**config.mk**
```make
export PLATFORM = sky130hd
export DESIGN_NAME = fetch_unit_flat
export DESIGN_NICKNAME = d
export VERILOG_FILES = /design/src/rtl/fetch_unit_if.sv /design/src/rtl/fetch_unit.sv /design/src/flat_wrapper.sv
export SDC_FILE = /design/constraint.sdc
export NUM_CORES = 1
export LEC_CHECK = 0
export BUFFER_PORTS_ARGS = -buffer_cell sky130_fd_sc_hd__clkbuf_2
export CAP_MARGIN = 40
export CORE_MARGIN = 2
export CORE_UTILIZATION = 50
export CTS_BUF_LIST = sky130_fd_sc_hd__clkbuf_4
export DETAILED_ROUTE_END_ITERATION = 10
export PLACE_DENSITY = 0.76
export SYNTH_ARGS = -nofsm -noshare
export SYNTH_HDL_FRONTEND = slang
export SYNTH_SLANG_ARGS = --single-unit
```
**constraint.sdc**
```tcl
create_clock -name clk -period 5.1 [get_ports clk]
set_input_delay 0.765 -clock clk [delete_from_list [all_inputs] [get_ports clk]]
set_output_delay 0.765 -clock clk [all_outputs]
set_load 0.01 [all_outputs]
```
**src/rtl/fetch_unit_if.sv**
```systemverilog
// ----------------------------------------------------------------------------
// fetch_unit_if
//   Bundles the instruction-memory request/response channel, the redirect
//   input and the decode-side instruction channel of the fetch stage.
//
//   Signals:
//     imem_req_valid / imem_req_ready / imem_req_addr  fetch request channel
//     imem_rsp_valid / imem_rsp_data                   in-order response words
//     redirect / redirect_pc                           fetch restart pulse
//     inst_valid / inst_ready / inst / inst_pc         instruction to decode
//
//   Modports:
//     master : the fetch unit (drives requests and decode outputs)
//     slave  : the environment (memory, branch resolution, decoder)
// ----------------------------------------------------------------------------
interface fetch_unit_if;
    logic        imem_req_valid;
    logic        imem_req_ready;
    logic [31:0] imem_req_addr;
    logic        imem_rsp_valid;
    logic [31:0] imem_rsp_data;
    logic        redirect;
    logic [31:0] redirect_pc;
    logic        inst_valid;
    logic        inst_ready;
    logic [31:0] inst;
    logic [31:0] inst_pc;

    modport master (
        output imem_req_valid,
        input  imem_req_ready,
        output imem_req_addr,
        input  imem_rsp_valid,
        input  imem_rsp_data,
        input  redirect,
        input  redirect_pc,
        output inst_valid,
        input  inst_ready,
        output inst,
        output inst_pc
    );

    modport slave (
        input  imem_req_valid,
        output imem_req_ready,
        input  imem_req_addr,
        output imem_rsp_valid,
        output imem_rsp_data,
        output redirect,
        output redirect_pc,
        input  inst_valid,
        output inst_ready,
        input  inst,
        input  inst_pc
    );
endinterface

```
**src/rtl/fetch_unit.sv**
```systemverilog
// ----------------------------------------------------------------------------
// fetch_unit
//   Instruction fetch stage. Holds the PC, issues word-aligned requests to
//   instruction memory, pairs in-order response words with the PC of the
//   request that produced them, buffers them in a small queue and hands
//   {inst, inst_pc} to decode under valid/ready. A redirect pulse restarts
//   fetch at a new PC and discards everything queued or still in flight.
//
//   Parameters:
//     RESET_PC : first fetch address after reset (word aligned)
//     DEPTH    : queue entries; also the cap on outstanding + queued words
//
//   Ports:
//     clk   : clock, all state on the rising edge
//     rst_n : asynchronous active-low reset
//     bus   : fetch_unit_if.master (memory, redirect and decode channels)
// ----------------------------------------------------------------------------
module fetch_unit #(
    parameter logic [31:0] RESET_PC = 32'h0000_0000,
    parameter int unsigned DEPTH    = 2
) (
    input  logic          clk,
    input  logic          rst_n,
    fetch_unit_if.master  bus
);

    localparam int unsigned CW = $clog2(DEPTH + 1);            // counters 0..DEPTH
    localparam int unsigned PW = (DEPTH > 1) ? $clog2(DEPTH) : 1;
    localparam int unsigned SW = CW + 2;                       // sum of three counters
    localparam logic [PW-1:0] LAST_PTR = PW'(DEPTH - 1);

    // Circular pointers need an explicit wrap because DEPTH need not be a
    // power of two.
    function automatic logic [PW-1:0] ptr_inc(input logic [PW-1:0] p);
        return (p == LAST_PTR) ? '0 : p + 1'b1;
    endfunction

    // ------------------------------------------------------------------
    // State
    // ------------------------------------------------------------------
    logic [31:0]   r_pc;
    logic [CW-1:0] r_outstanding;   // accepted requests whose word is still due
    logic [CW-1:0] r_drop;          // stale words still to arrive and be discarded
    logic [CW-1:0] r_count;         // instruction queue occupancy

    logic [31:0]   r_q_data [DEPTH];
    logic [31:0]   r_q_pc   [DEPTH];
    logic [PW-1:0] r_q_rd;
    logic [PW-1:0] r_q_wr;

    // Tag FIFO holding the PC of every outstanding request; its occupancy
    // is r_outstanding, so it needs no count of its own.
    logic [31:0]   r_tag_pc [DEPTH];
    logic [PW-1:0] r_tag_rd;
    logic [PW-1:0] r_tag_wr;

    // ------------------------------------------------------------------
    // Combinational control
    // ------------------------------------------------------------------
    logic [SW-1:0] w_inflight;
    logic          w_credit;
    logic          w_req_valid;
    logic          w_req_fire;
    logic          w_rsp_drop;
    logic          w_rsp_keep;
    logic          w_q_push;
    logic          w_inst_valid;
    logic          w_pop;
    logic [31:0]   w_redirect_pc;

    always_comb begin
        w_inflight    = SW'(r_outstanding) + SW'(r_drop) + SW'(r_count);
        w_credit      = (w_inflight < SW'(DEPTH));
        w_req_valid   = !bus.redirect && w_credit;
        w_req_fire    = w_req_valid && bus.imem_req_ready;
        w_rsp_drop    = bus.imem_rsp_valid && (r_drop != '0);
        w_rsp_keep    = bus.imem_rsp_valid && (r_drop == '0);
        w_q_push      = w_rsp_keep && !bus.redirect;
        w_inst_valid  = (r_count != '0);
        w_pop         = w_inst_valid && bus.inst_ready;
        w_redirect_pc = bus.redirect_pc & ~32'h0000_0003;
    end

    always_comb begin
        bus.imem_req_valid = w_req_valid;
        bus.imem_req_addr  = r_pc;
        bus.inst_valid     = w_inst_valid;
        bus.inst           = '0;
        bus.inst_pc        = '0;
        if (w_inst_valid) begin
            bus.inst    = r_q_data[r_q_rd];
            bus.inst_pc = r_q_pc[r_q_rd];
        end
    end

    // ------------------------------------------------------------------
    // PC, counters and pointers
    // ------------------------------------------------------------------
    always_ff @(posedge clk or negedge rst_n) begin
        if (!rst_n) begin
            r_pc          <= RESET_PC;
            r_outstanding <= '0;
            r_drop        <= '0;
            r_count       <= '0;
            r_q_rd        <= '0;
            r_q_wr        <= '0;
            r_tag_rd      <= '0;
            r_tag_wr      <= '0;
        end else if (bus.redirect) begin
            // Every word still owed by memory becomes stale. A word arriving
            // this same cycle is discarded here, whether it was already
            // stale or not, so it is taken off the total in both cases.
            r_pc          <= w_redirect_pc;
            r_drop        <= r_drop + r_outstanding - CW'(bus.imem_rsp_valid);
            r_outstanding <= '0;
            r_count       <= '0;
            r_q_rd        <= '0;
            r_q_wr        <= '0;
            r_tag_rd      <= '0;
            r_tag_wr      <= '0;
        end else begin
            if (w_req_fire) begin
                r_pc     <= r_pc + 32'd4;
                r_tag_wr <= ptr_inc(r_tag_wr);
            end
            r_outstanding <= r_outstanding + CW'(w_req_fire) - CW'(w_rsp_keep);
            r_drop        <= r_drop - CW'(w_rsp_drop);
            if (w_rsp_keep) begin
                r_tag_rd <= ptr_inc(r_tag_rd);
                r_q_wr   <= ptr_inc(r_q_wr);
            end
            if (w_pop) begin
                r_q_rd <= ptr_inc(r_q_rd);
            end
            r_count <= r_count + CW'(w_q_push) - CW'(w_pop);
        end
    end

    // ------------------------------------------------------------------
    // Storage (no reset needed: pointers and counts qualify every read)
    // ------------------------------------------------------------------
    always_ff @(posedge clk) begin
        if (w_req_fire) begin
            r_tag_pc[r_tag_wr] <= r_pc;
        end
        if (w_q_push) begin
            r_q_data[r_q_wr] <= bus.imem_rsp_data;
            r_q_pc[r_q_wr]   <= r_tag_pc[r_tag_rd];
        end
    end

    // ------------------------------------------------------------------
    // Protocol sanity checks
    // ------------------------------------------------------------------
    a_no_queue_overflow: assert property (
        @(posedge clk) disable iff (!rst_n)
        (w_q_push && !w_pop) |-> (r_count < CW'(DEPTH)));

    a_rsp_was_requested: assert property (
        @(posedge clk) disable iff (!rst_n)
        bus.imem_rsp_valid |-> ((SW'(r_outstanding) + SW'(r_drop)) != '0));

endmodule

```
**src/flat_wrapper.sv**
```systemverilog
// flat-port wrapper written by rule: the top's interface ports become plain ports
module fetch_unit_flat 
#(
    parameter logic [31:0] RESET_PC = 32'h0000_0000,
    parameter int unsigned DEPTH    = 2
)
  (clk, rst_n, bus_imem_req_valid, bus_imem_req_ready, bus_imem_req_addr, bus_imem_rsp_valid, bus_imem_rsp_data, bus_redirect, bus_redirect_pc, bus_inst_valid, bus_inst_ready, bus_inst, bus_inst_pc);
  fetch_unit_if bus_i ();
  input  logic clk;
  input  logic rst_n;
  output wire logic [$bits(bus_i.imem_req_valid)-1:0] bus_imem_req_valid;
  input wire logic [$bits(bus_i.imem_req_ready)-1:0] bus_imem_req_ready;
  output wire logic [$bits(bus_i.imem_req_addr)-1:0] bus_imem_req_addr;
  input wire logic [$bits(bus_i.imem_rsp_valid)-1:0] bus_imem_rsp_valid;
  input wire logic [$bits(bus_i.imem_rsp_data)-1:0] bus_imem_rsp_data;
  input wire logic [$bits(bus_i.redirect)-1:0] bus_redirect;
  input wire logic [$bits(bus_i.redirect_pc)-1:0] bus_redirect_pc;
  output wire logic [$bits(bus_i.inst_valid)-1:0] bus_inst_valid;
  input wire logic [$bits(bus_i.inst_ready)-1:0] bus_inst_ready;
  output wire logic [$bits(bus_i.inst)-1:0] bus_inst;
  output wire logic [$bits(bus_i.inst_pc)-1:0] bus_inst_pc;
  assign bus_imem_req_valid = bus_i.imem_req_valid;
  assign bus_i.imem_req_ready = bus_imem_req_ready;
  assign bus_imem_req_addr = bus_i.imem_req_addr;
  assign bus_i.imem_rsp_valid = bus_imem_rsp_valid;
  assign bus_i.imem_rsp_data = bus_imem_rsp_data;
  assign bus_i.redirect = bus_redirect;
  assign bus_i.redirect_pc = bus_redirect_pc;
  assign bus_inst_valid = bus_i.inst_valid;
  assign bus_i.inst_ready = bus_inst_ready;
  assign bus_inst = bus_i.inst;
  assign bus_inst_pc = bus_i.inst_pc;
  fetch_unit #(.RESET_PC(RESET_PC), .DEPTH(DEPTH)) u_core (.clk(clk), .rst_n(rst_n), .bus(bus_i));
endmodule
```
==> impl_metrics.ini, run 1 <==
[timing]
drv_slew = 0
worst_pin_slew_ns = 0.8982
period_needed_ns = 3.807
finalSetupViolations = 0
worst_hold_slack_ns = 0.1787
finalCritPeriodShare = 0.7465
max_freq_mhz = 262.7
fin_skew_ns = 0.03239
tns_ns = 0
fin_ws_ns = 1.293
rsz0062_at_grt = no
finalHoldViolations = 0
maxSlewHeadroom = 0.4012

[drt]
drt.antenna.violating_nets = 0
wl_um = 20000
wl_per_cell_um = 17.65
dr_total_vias = 6121
via_per_inst = 5.402
drc = 0
dr.pass1.iters = 5
drtIter0Drc = 378

[layout]
nNetsFinal = 936
drive_gt1_frac = 0.3459
final_cells = 1133
layout_common_cells = edfxtp_1, clkbuf_2, clkbuf_4, nor2_1, mux2i_1
antenna_cells = 0
final_common_cell = edfxtp_1
areaGrowthSynthToFinish_pct = 19.96

[global_routing]
use_met3 = 0.05367
grt_pass1_wl_um = 31020
grt_max_degree = 46
antenna_found_initial = 0
track_usage = 0.2009
grt_pass1_vias = 6005
use_met2 = 0.3232
use_met1 = 0.2533
grt_overflow = 0
busiest_layer = met2

[yosys]
ys_async_sr_fraction = 0.1786
synth-edff-count = 184
ys_seq_area_frac = 0.6945
syn-instance-count = 652
synth_area_um2 = 9397
ys_warn_count = 0
syn_area_per_cell_um2 = 14.41
ys_seq_elements = 224
synthFlopType = edfxtp_1
yosysUniqueCellTypes = 50

[die]
dieArea_um2 = 19910
io_pins = 168
initial_core_util = 0.5057
core_area_um2 = 18580
placementRows = 50
die_x_um = 141.1
die-height_um = 141.1

[run_status]
status = complete, no violations

[clocking]
htreeDepth = 2
numCtsBuffers = 55
clock_latency_ns = 0.65
cts_buffer_depth = 3
clk_pin_slew_ns = 0.07
cts_tree = built
ctsResizeCount = 0
cts.sinks = 224
root_buffer = clkbuf_4
cts_setup_buffers = 0
ctsHoldBuffers = 0

[power_and_ir_drop]
power_leakage_nw = 4.394
power_density_nw_per_um2 = 527.4
vdd_drop_max_uv = 265.2

[worst_setup_path]
slowest_stage = fa_1
crit_top_cell = fa_1
cp_cell_sequence = ha_1 > fa_1 > inv_1 > fa_1 > nor2b_1 > a31o_2 > and3_1 > clkbuf_2
cp.arrival_ns = 3.04
cp-start-kind = register
critPathKind = reg -> out
cp.required_ns = 4.34
crit_fanout = 6
end_kind = output pin
crit_path_max_incr_delay_ns = 0.51

[place]
globalplace.congestion = 0.8782
io_buffers = 161
dpl.cell_count = 1030
dp_slack_ns = 1.389
dp_hpwl_um = 13240

[hold_path]
min_path_type = in -> async

[job]
cap_violations = 0
## path summary, 6_finish.rpt
kind / start / to / slack, ns / cells after the start
max in group asynchronous: rst_n / u_core.r_q_rd$_DFFE_PN0P_ / 4.48 / 2
hold reg to reg: u_core.r_tag_wr$_DFFE_PN0P_ / u_core.r_tag_wr$_DFFE_PN0P_ / 0.55 / 1
hold / removal: rst_n / u_core.bus.imem_req_addr[21]$_DFFE_PN0P_ / 0.18 / 2
setup / recovery: u_core.r_drop[0]$_DFF_PN0_ / bus_imem_req_valid / 1.29 / 8
min in group clk: bus_imem_rsp_data[10] / u_core.r_q_data[1][10]$_DFFE_PP_ / 0.31 / 1
setup reg to reg: u_core.r_drop[0]$_DFF_PN0_ / u_core.r_outstanding[0]$_DFF_PN0_ / 1.34 / 10
## worst max-delay path: cells and delay by family, from the launching register on
| kind | cells | cell delay, ns |
|---|---|---|
| adder cells (fa/ha/maj) | 3 | 1.15 |
| flip-flops | 1 | 0.41 |
| AND/OR/NAND/NOR | 2 | 0.37 |
| buffers and inverters | 2 | 0.20 |
| AO/OA/AOI/OAI | 1 | 0.26 |
## power breakdown
part	internal, W	switching, W	total [W]
sequential	0.00234	0.000282	0.00262
clock	0.000826	0.000677	0.00150
combinational	0.000759	0.00107	0.00182
## Yosys cell counts, types with 11 or more instances
| cell type | n | area (µm²) |
|---|---|---|
| buf_2 | 11 | 55.05 |
| dfrtp_1 | 40 | 1001 |
| edfxtp_1 | 184 | 5525 |
| ha_1 | 11 | 137.6 |
| inv_1 | 20 | 75.07 |
| mux2_2 | 31 | 349.1 |
| mux2i_1 | 63 | 630.6 |
| nand2_1 | 36 | 135.1 |
| nand3_1 | 16 | 80.08 |
| nor2_1 | 83 | 311.6 |
| nor3_1 | 12 | 60.06 |
## state kept, by name, indices dropped and copies added, names as in the netlist
signal / count
u_core.r_q_wr: 1
u_core.r_drop: 2
u_core.r_count: 2
u_core.r_q_rd: 1
u_core.bus.imem_req_addr: 30
u_core.r_q_pc: 60
u_core.r_tag_pc: 60
u_core.r_outstanding: 2
u_core.r_q_data: 64
u_core.r_tag_rd: 1
u_core.r_tag_wr: 1
## per-stage QoR
| stage | instance area, µm² | power [W] | util |
|---|---|---|---|
| 4_1_cts | 11270 | 0.006006 | 0.6067 |
| 3_3_place_gp | 10460 | 0.004374 | 0.5628 |
| 6_report | 11270 | 0.005945 | 0.6067 |
| 3_5_place_dp | 10530 | 0.004486 | 0.5667 |
| 5_1_grt | 11270 | 0.006302 | 0.6067 |
| 2_1_floorplan | 9413 | 0.003743 | - |
## logic make-up (layout without fill, tap and decap cells)
logic type,count (synthesis),after routing,synth area share
buffers and inverters,54,298,0.02503
other,1,4,0.0003991
AO/OA/AOI/OAI,64,64,0.05087
adder cells (fa/ha/maj),13,13,0.01891
multiplexers,94,94,0.1043
XOR/XNOR,10,10,0.009322
flip-flops,224,224,0.6945
AND/OR/NAND/NOR,192,192,0.09667
## layout make-up
class	count	area [µm²]
fill	1471	7308
inverter	21	78.83
tap	234	292.8
timing repair buffer	174	959.7
clock inverter	16	88.84
clock buffer	87	653.1
multi-input combinational	377	2669
sequential	224	6530
## metal layers
layer	vias to the layer above	wire (µm)
li1	2871	-
met1	2905	8065
met5	-	0
met4	0	655
met3	43	1703
met2	302	9572
Note: power is estimated with default switching activity, not from simulation.
==> run 2, diff against run 1 <==
==> constraint.sdc (replaced) <==
create_clock -name clk -period 3.2 [get_ports clk]
set_input_delay 0.48 -clock clk [delete_from_list [all_inputs] [get_ports clk]]
set_output_delay 0.48 -clock clk [all_outputs]
set_load 0.01 [all_outputs]
==> run 2 against run 1 <==
Compared with the run above: the flow now finishes with violations (setup timing); global-route usage increased by 0.57 points; cell area grew 3.4%; hold slack got worse by 0.11 ns; sequential cell count unchanged; clock-buffer cell count shrank 5; routed wire length is 2.9% higher; sequential share of layout area down 1.9 points; register-to-register slack lost 1.1 ns; highest routed layer unchanged; non-clock buffer count rose by 45; clock power increased by 48%; die area stayed put.
==> impl_metrics.ini, run 2 (synthesis results as in run 1) <==
[clocking]
clock_latency_ns = 0.66
numCtsBuffers = 54
htreeDepth = 2
cts_buffer_depth = 3
cts.sinks = 224
root_buffer = clkbuf_4
clk_pin_slew_ns = 0.07
cts_tree = built

[drt]
wl_um = 20580
drtIter0Drc = 332
via_per_inst = 5.285
dr_total_vias = 6183
drc = 0
dr.pass1.iters = 5
wl_per_cell_um = 17.59
drt.antenna.violating_nets = 0

[job]
cap_violations = 0

[hold_path]
min_path_type = in -> reg

[layout]
areaGrowthSynthToFinish_pct = 24.07
fill_cells = 1434
largest_reg_flops = 64
drive_gt1_frac = 0.3422
layout_common_cells = edfxtp_1, clkbuf_2, clkbuf_4, nor2_1, mux2i_1
reg_top3 = u_core.r_q_data x64, u_core.r_q_pc x60, u_core.r_tag_pc x60
top_register = u_core.r_q_data
nNetsFinal = 980
final_common_cell = edfxtp_1

[timing]
period_needed_ns = 3.302
finalSetupViolations = 1
finalCritPeriodShare = 1.032
worst_pin_slew_ns = 0.7268
drv_slew = 0
maxSlewHeadroom = 0.5155
fin_skew_ns = 0.04086
finalHoldViolations = 0
fin_ws_ns = -0.1020
max_freq_mhz = 302.8
rsz0062_at_grt = yes
tns_ns = -0.1020

[worst_setup_path]
cp.arrival_ns = 2.82
cp-start-kind = register
critPathBufInv = 2
end_kind = output pin
cpLargestDelayFamily = adder cells
cp.required_ns = 2.72
critPathKind = reg -> out
cp_cell_sequence = ha_2 > fa_1 > inv_2 > fa_2 > nor2b_4 > a31o_4 > and3_4 > buf_6
crit_path_max_incr_delay_ns = 0.53
crit_fanout = 2
slowest_stage = fa_1

[die]
placementRows = 50
dieArea_um2 = 19910
core_area_um2 = 18580
io_pins = 168
die_x_um = 141.1
initial_core_util = 0.5057
die-height_um = 141.1

[global_routing]
grt_overflow = 0
grt_pass1_wl_um = 31890
track_usage = 0.2066
antenna_found_initial = 1
grt_pass1_vias = 6255
grt_max_degree = 64

[power_and_ir_drop]
power_leakage_nw = 4.549
power_density_nw_per_um2 = 813.0
vdd_drop_max_uv = 459.4
finalPower_w = 0.009479

[place]
dp_slack_ns = 0.2529
io_buffers = 161
dp_hpwl_um = 13050
globalplace.congestion = 0.8551

[run_status]
status = finished, violations left
failed_checks = setup timing
run 2: metrics by stage:
| stage | area, µm² | hold WS, ns | util | std cells |
|---|---|---|---|---|
| 5_1_grt | 11660 | 0.02724 | 0.6275 | 1170 |
| 6_report | 11660 | 0.06578 | 0.6275 | 1170 |
| 4_1_cts | 11620 | 0.02591 | 0.6253 | 1167 |
| 2_1_floorplan | 9427 | 0.1844 | - | 655 |
| 3_5_place_dp | 10570 | 0.5048 | 0.5691 | 1036 |
| 3_3_place_gp | 10570 | 0.5154 | 0.5691 | 1036 |
run 2: power breakdown:
group | total, W | switching (W) | internal (W)
Combinational | 0.00315 | 0.00181 | 0.00134
Sequential | 0.00411 | 0.000389 | 0.00372
Clock | 0.00222 | 0.00106 | 0.00116
Total | 0.00948 | 0.00326 | 0.00622
run 2: final timing paths:
path / startpoint / end / slack (ns) / cells after the start
worst max-delay path: u_core.r_outstanding[0]$_DFF_PN0_ / bus_imem_req_valid / -0.10 / 8
max in group asynchronous: rst_n / u_core.bus.imem_req_addr[20]$_DFFE_PN0P_ / 2.15 / 3
worst max register to register: u_core.r_outstanding[0]$_DFF_PN0_ / u_core.bus.imem_req_addr[26]$_DFFE_PN0P_ / 0.24 / 9
worst min-delay path: bus_redirect_pc[11] / u_core.bus.imem_req_addr[11]$_DFFE_PN0P_ / 0.07 / 3
min in group asynchronous: rst_n / u_core.bus.imem_req_addr[18]$_DFFE_PN0P_ / 0.35 / 2
worst min register to register: u_core.bus.imem_req_addr[31]$_DFFE_PN0P_ / u_core.r_tag_pc[1][31]$_DFFE_PP_ / 0.55 / 0
run 2: area by class of cell:
cell class / instances / area (µm²) / share of cell area
clock inverter: 12 / 46.29 / 0.003971
multi-input combinational: 377 / 2708 / 0.2322
tap: 234 / 292.8 / 0.02511
timing repair buffer: 219 / 1385 / 0.1188
antenna: 1 / 2.502 / 0.0002146
sequential: 224 / 6530 / 0.5601
inverter: 21 / 78.83 / 0.006761
clock buffer: 82 / 615.6 / 0.05280
run 2: what timing repair did:
action | CTS | global route
buffers inserted | 2 | 2
pin swaps | 4 | 3
resized for setup | 5 | 6
endpoints found under the setup margin | 1 | 1
hold buffers | 35 | 0
hold endpoints to repair | 87 | 0
run 2: worst reg2reg max path, delay by kind of cell (launching register included):
family	cells	cell delay, ns
fa+ha+maj	3	1.26
buf+inv	2	0.25
flops	1	0.39
mux	1	0.35
simple gates	3	0.57
run 2: layer usage:
layer,GRT usage,share of wire,vias up
li1,-,-,2948
met1,0.2682,0.43,2949
met2,0.3388,0.48,245
met3,0.05095,0.068,41
met4,0.07895,0.026,0
met5,0,0,-
==> run 3, diff against run 2 <==
--- a/config.mk
+++ b/config.mk
@@ -5,13 +5,14 @@
 export SDC_FILE = /design/constraint.sdc
 export NUM_CORES = 1
 export LEC_CHECK = 0
+export ABC_AREA = 1
 export BUFFER_PORTS_ARGS = -buffer_cell sky130_fd_sc_hd__clkbuf_2
 export CAP_MARGIN = 40
 export CORE_MARGIN = 2
 export CORE_UTILIZATION = 50
 export CTS_BUF_LIST = sky130_fd_sc_hd__clkbuf_4
 export DETAILED_ROUTE_END_ITERATION = 10
-export PLACE_DENSITY = 0.76
+export PLACE_DENSITY = 0.75
 export SYNTH_ARGS = -nofsm -noshare
 export SYNTH_HDL_FRONTEND = slang
 export SYNTH_SLANG_ARGS = --single-unit
==> constraint.sdc (replaced) <==
create_clock -name clk -period 3.2 [get_ports clk]
set_input_delay 0.64 -clock clk [delete_from_list [all_inputs] [get_ports clk]]
set_output_delay 0.64 -clock clk [all_outputs]
set_load 0.01 [all_outputs]
==> run 3 against run 2 <==
Compared with the run above: the run still ends with setup timing left; largest power group unchanged; synthesized cell count increased by 45%; critical path type unchanged; sequential share of layout area fell by 0.087 points; routed wire length shrank 1.4%; largest cell class unchanged.
==> impl_metrics.ini, run 3 <==
[run_status]
status = finished, violations left
failed_checks = setup timing

[global_routing]
grt_pass1_vias = 6698
grt_overflow = 0
grt_pass1_wl_um = 32160
track_usage = 0.1982
grt_max_degree = 65
antenna_found_initial = 1

[layout]
drive_gt1_frac = 0.2426
nNetsFinal = 1225
largest_reg_flops = 64
areaGrowthSynthToFinish_pct = 19.69
reg_top3 = u_core.r_q_data x64, u_core.r_q_pc x60, u_core.r_tag_pc x60
layout_common_cells = nand2_1, edfxtp_1, clkbuf_2, nand3_1, clkbuf_4
final_common_cell = nand2_1
top_register = u_core.r_q_data

[worst_setup_path]
crit_fanout = 2
end_kind = output pin
rr_worst_depth = 10
crit_path_max_incr_delay_ns = 0.52
crit_top_cell = fa_1
cp_cell_sequence = ha_2 > fa_1 > inv_2 > fa_1 > nand2_2 > a21oi_4 > nand2_1 > inv_1 > buf_2
cpLargestDelayFamily = adder cells
rrSetupSlack_ns = 0.36
critPathBufInv = 3
r2r-start = u_core.r_drop[0]$_DFF_PN0_
worst_r2r_endpoint = u_core.r_tag_pc[0][11]$_DFFE_PP_
cp.required_ns = 2.56
cp-start-kind = register
cp.arrival_ns = 2.70
critPathKind = reg -> out
slowest_stage = fa_1

[yosys]
yosys.area.top_type = edfxtp_1
ys_warn_count = 0
synth_area_um2 = 9752
synth_most_common_cell = nand2_1
synthFlopType = edfxtp_1
yosysUniqueCellTypes = 30
syn-instance-count = 944
synth-edff-count = 184
synthTopCellsByCount = nand2_1, edfxtp_1, nand3_1, a21oi_1, inv_1
synth_top_cells_by_area = edfxtp_1, nand2_1, dfrtp_1, nand3_1, a21oi_1
yosysTopAreaCellShare = 0.5666
ys_seq_area_frac = 0.6692
ys_seq_elements = 224
ys_async_sr_fraction = 0.1786
syn_area_per_cell_um2 = 10.33

[die]
dieArea_um2 = 20640
initial_core_util = 0.5060
core_area_um2 = 19270
io_pins = 168
die_x_um = 143.7
die-height_um = 143.7
placementRows = 51

[timing]
period_needed_ns = 3.338
worst_hold_slack_ns = 0.03351
drv_slew = 0
finalCritPeriodShare = 1.043
rsz0062_at_grt = yes
max_freq_mhz = 299.6
finalSetupViolations = 1
maxSlewHeadroom = 0.5120
worst_pin_slew_ns = 0.7320
fin_skew_ns = 0.02868
fin_ws_ns = -0.1379
finalHoldViolations = 0

[clocking]
clock_latency_ns = 0.66
cts_buffer_depth = 3
root_buffer = clkbuf_4
cts_tree = built
clk_pin_slew_ns = 0.07
cts.sinks = 224
numCtsBuffers = 56
htreeDepth = 2

[drt]
drtIter0Drc = 435
wl_per_cell_um = 13.97
wl_um = 20300
drt.antenna.violating_nets = 0
drc = 0
dr.pass1.iters = 5
dr_total_vias = 7088
via_per_inst = 4.878

[power_and_ir_drop]
vdd_drop_max_uv = 576.4
switching_power_w = 0.003852
pwr-share-comb = 0.336
p_int_w = 0.006437
power_density_nw_per_um2 = 881.5
power_leakage_nw = 5.020
p_seq_frac = 0.428
switching_share = 0.3744
pwr-share-clk = 0.236

[place]
dp_slack_ns = 0.3280
dp_hpwl_um = 13030
globalplace.congestion = 0.8499
io_buffers = 161

[hold_path]
min_path_type = in -> async

[job]
cap_violations = 0
-- run 3: cell types whose count changed in the layout (fill, tap and decap cells not counted), sizes merged, moves of 24 or more --
| cell | delta |
|---|---|
| mux2i | -63 |
| inv | +34 |
| a21oi | +54 |
| nand3 | +57 |
| nand2 | +340 |
| dlygate4sd3 | -35 |
| nor2 | -33 |
| mux2 | -31 |
| clkinv | +24 |
-- run 3: what timing repair did --
item	in CTS	in global routing
cloned	0	0
resized for setup	1	2
pin swaps	4	1
endpoints found under the setup margin	1	1
buffers inserted	2	0
hold buffers	0	0
endpoints found under the hold margin	0	0
-- run 3: cells by family after synthesis --
kind of cell / synth area share
AO/OA/AOI/OAI: 0.04298
XOR/XNOR: 0.01078
adder cells (fa/ha/maj): 0.01822
buffers and inverters: 0.04734
flip-flops: 0.6692
other: 0.0003845
AND/OR/NAND/NOR: 0.2111
-- run 3: per-layer routing --
| metal | vias up | track usage | share of wire |
|---|---|---|---|
| met5 | - | 0 | 0 |
| met4 | 0 | 0.07276 | 0.021 |
| met3 | 43 | 0.04432 | 0.068 |
| met2 | 237 | 0.3298 | 0.48 |
| met1 | 3256 | 0.2565 | 0.43 |
| li1 | 3552 | - | - |
-- run 3: area by class of cell --
| cell class | count | area (µm²) |
|---|---|---|
| fillers | 1598 | 7599 |
| multi-input cells | 618 | 2811 |
| clock inverters | 31 | 209.0 |
| flip-flops and latches | 224 | 6528 |
| well taps | 265 | 331.6 |
| diodes | 1 | 2.502 |
| clock buffers | 72 | 540.5 |
| repair buffers | 178 | 1003 |
| inverters | 64 | 246.5 |
-- run 3: worst max path at each step --
stage / endpoint / slack (ns) / startpoint / depth (start not counted)
floorplan: u_core.r_tag_pc[1][10]$_DFFE_PP_ / 0.18 / u_core.r_drop[0]$_DFF_PN0_ / 9
global placement: u_core.r_tag_pc[0][25]$_DFFE_PP_ / 0.38 / u_core.r_drop[0]$_DFF_PN0_ / 9
detailed placement: u_core.r_tag_pc[0][28]$_DFFE_PP_ / 0.33 / u_core.r_drop[0]$_DFF_PN0_ / 9
CTS: bus_imem_req_valid / -0.23 / u_core.r_drop[0]$_DFF_PN0_ / 9
global route: bus_imem_req_valid / -0.28 / u_core.r_drop[0]$_DFF_PN0_ / 9
finish: bus_imem_req_valid / -0.14 / u_core.r_drop[0]$_DFF_PN0_ / 9
-- run 3: stage by stage --
step                      TNS, ns  cell area, µm²    util  instances  total power [W]
after global routing      -0.2798           11670  0.6057       1453          0.01100
after CTS                 -0.2275           11670  0.6056       1452          0.01041
after floorplan                 0            9789       -        947         0.006556
after detailed placement        0           10900  0.5658       1347         0.007918
final                     -0.1379           11670  0.6057       1453          0.01029
after global placement          0           10880  0.5643       1346         0.007782
-- run 3: worst register-to-register path, delay by kind of cell (launching register included) --
| kind | cells | cell delay, ns |
|---|---|---|
| simple gates | 3 | 0.41 |
| compound gates | 1 | 0.12 |
| fa+ha+maj | 3 | 1.20 |
| buf+inv | 3 | 0.39 |
| flops | 1 | 0.40 |
-- run 3: power groups by stage --
stage          clock (W)  sequential [W]  combinational, W
2_1_floorplan          0         0.00438           0.00217
3_3_place_gp           0         0.00444           0.00334
3_5_place_dp           0         0.00447           0.00345
4_1_cts          0.00249         0.00440           0.00351
5_1_grt          0.00261         0.00449           0.00390
6_report         0.00243         0.00441           0.00346
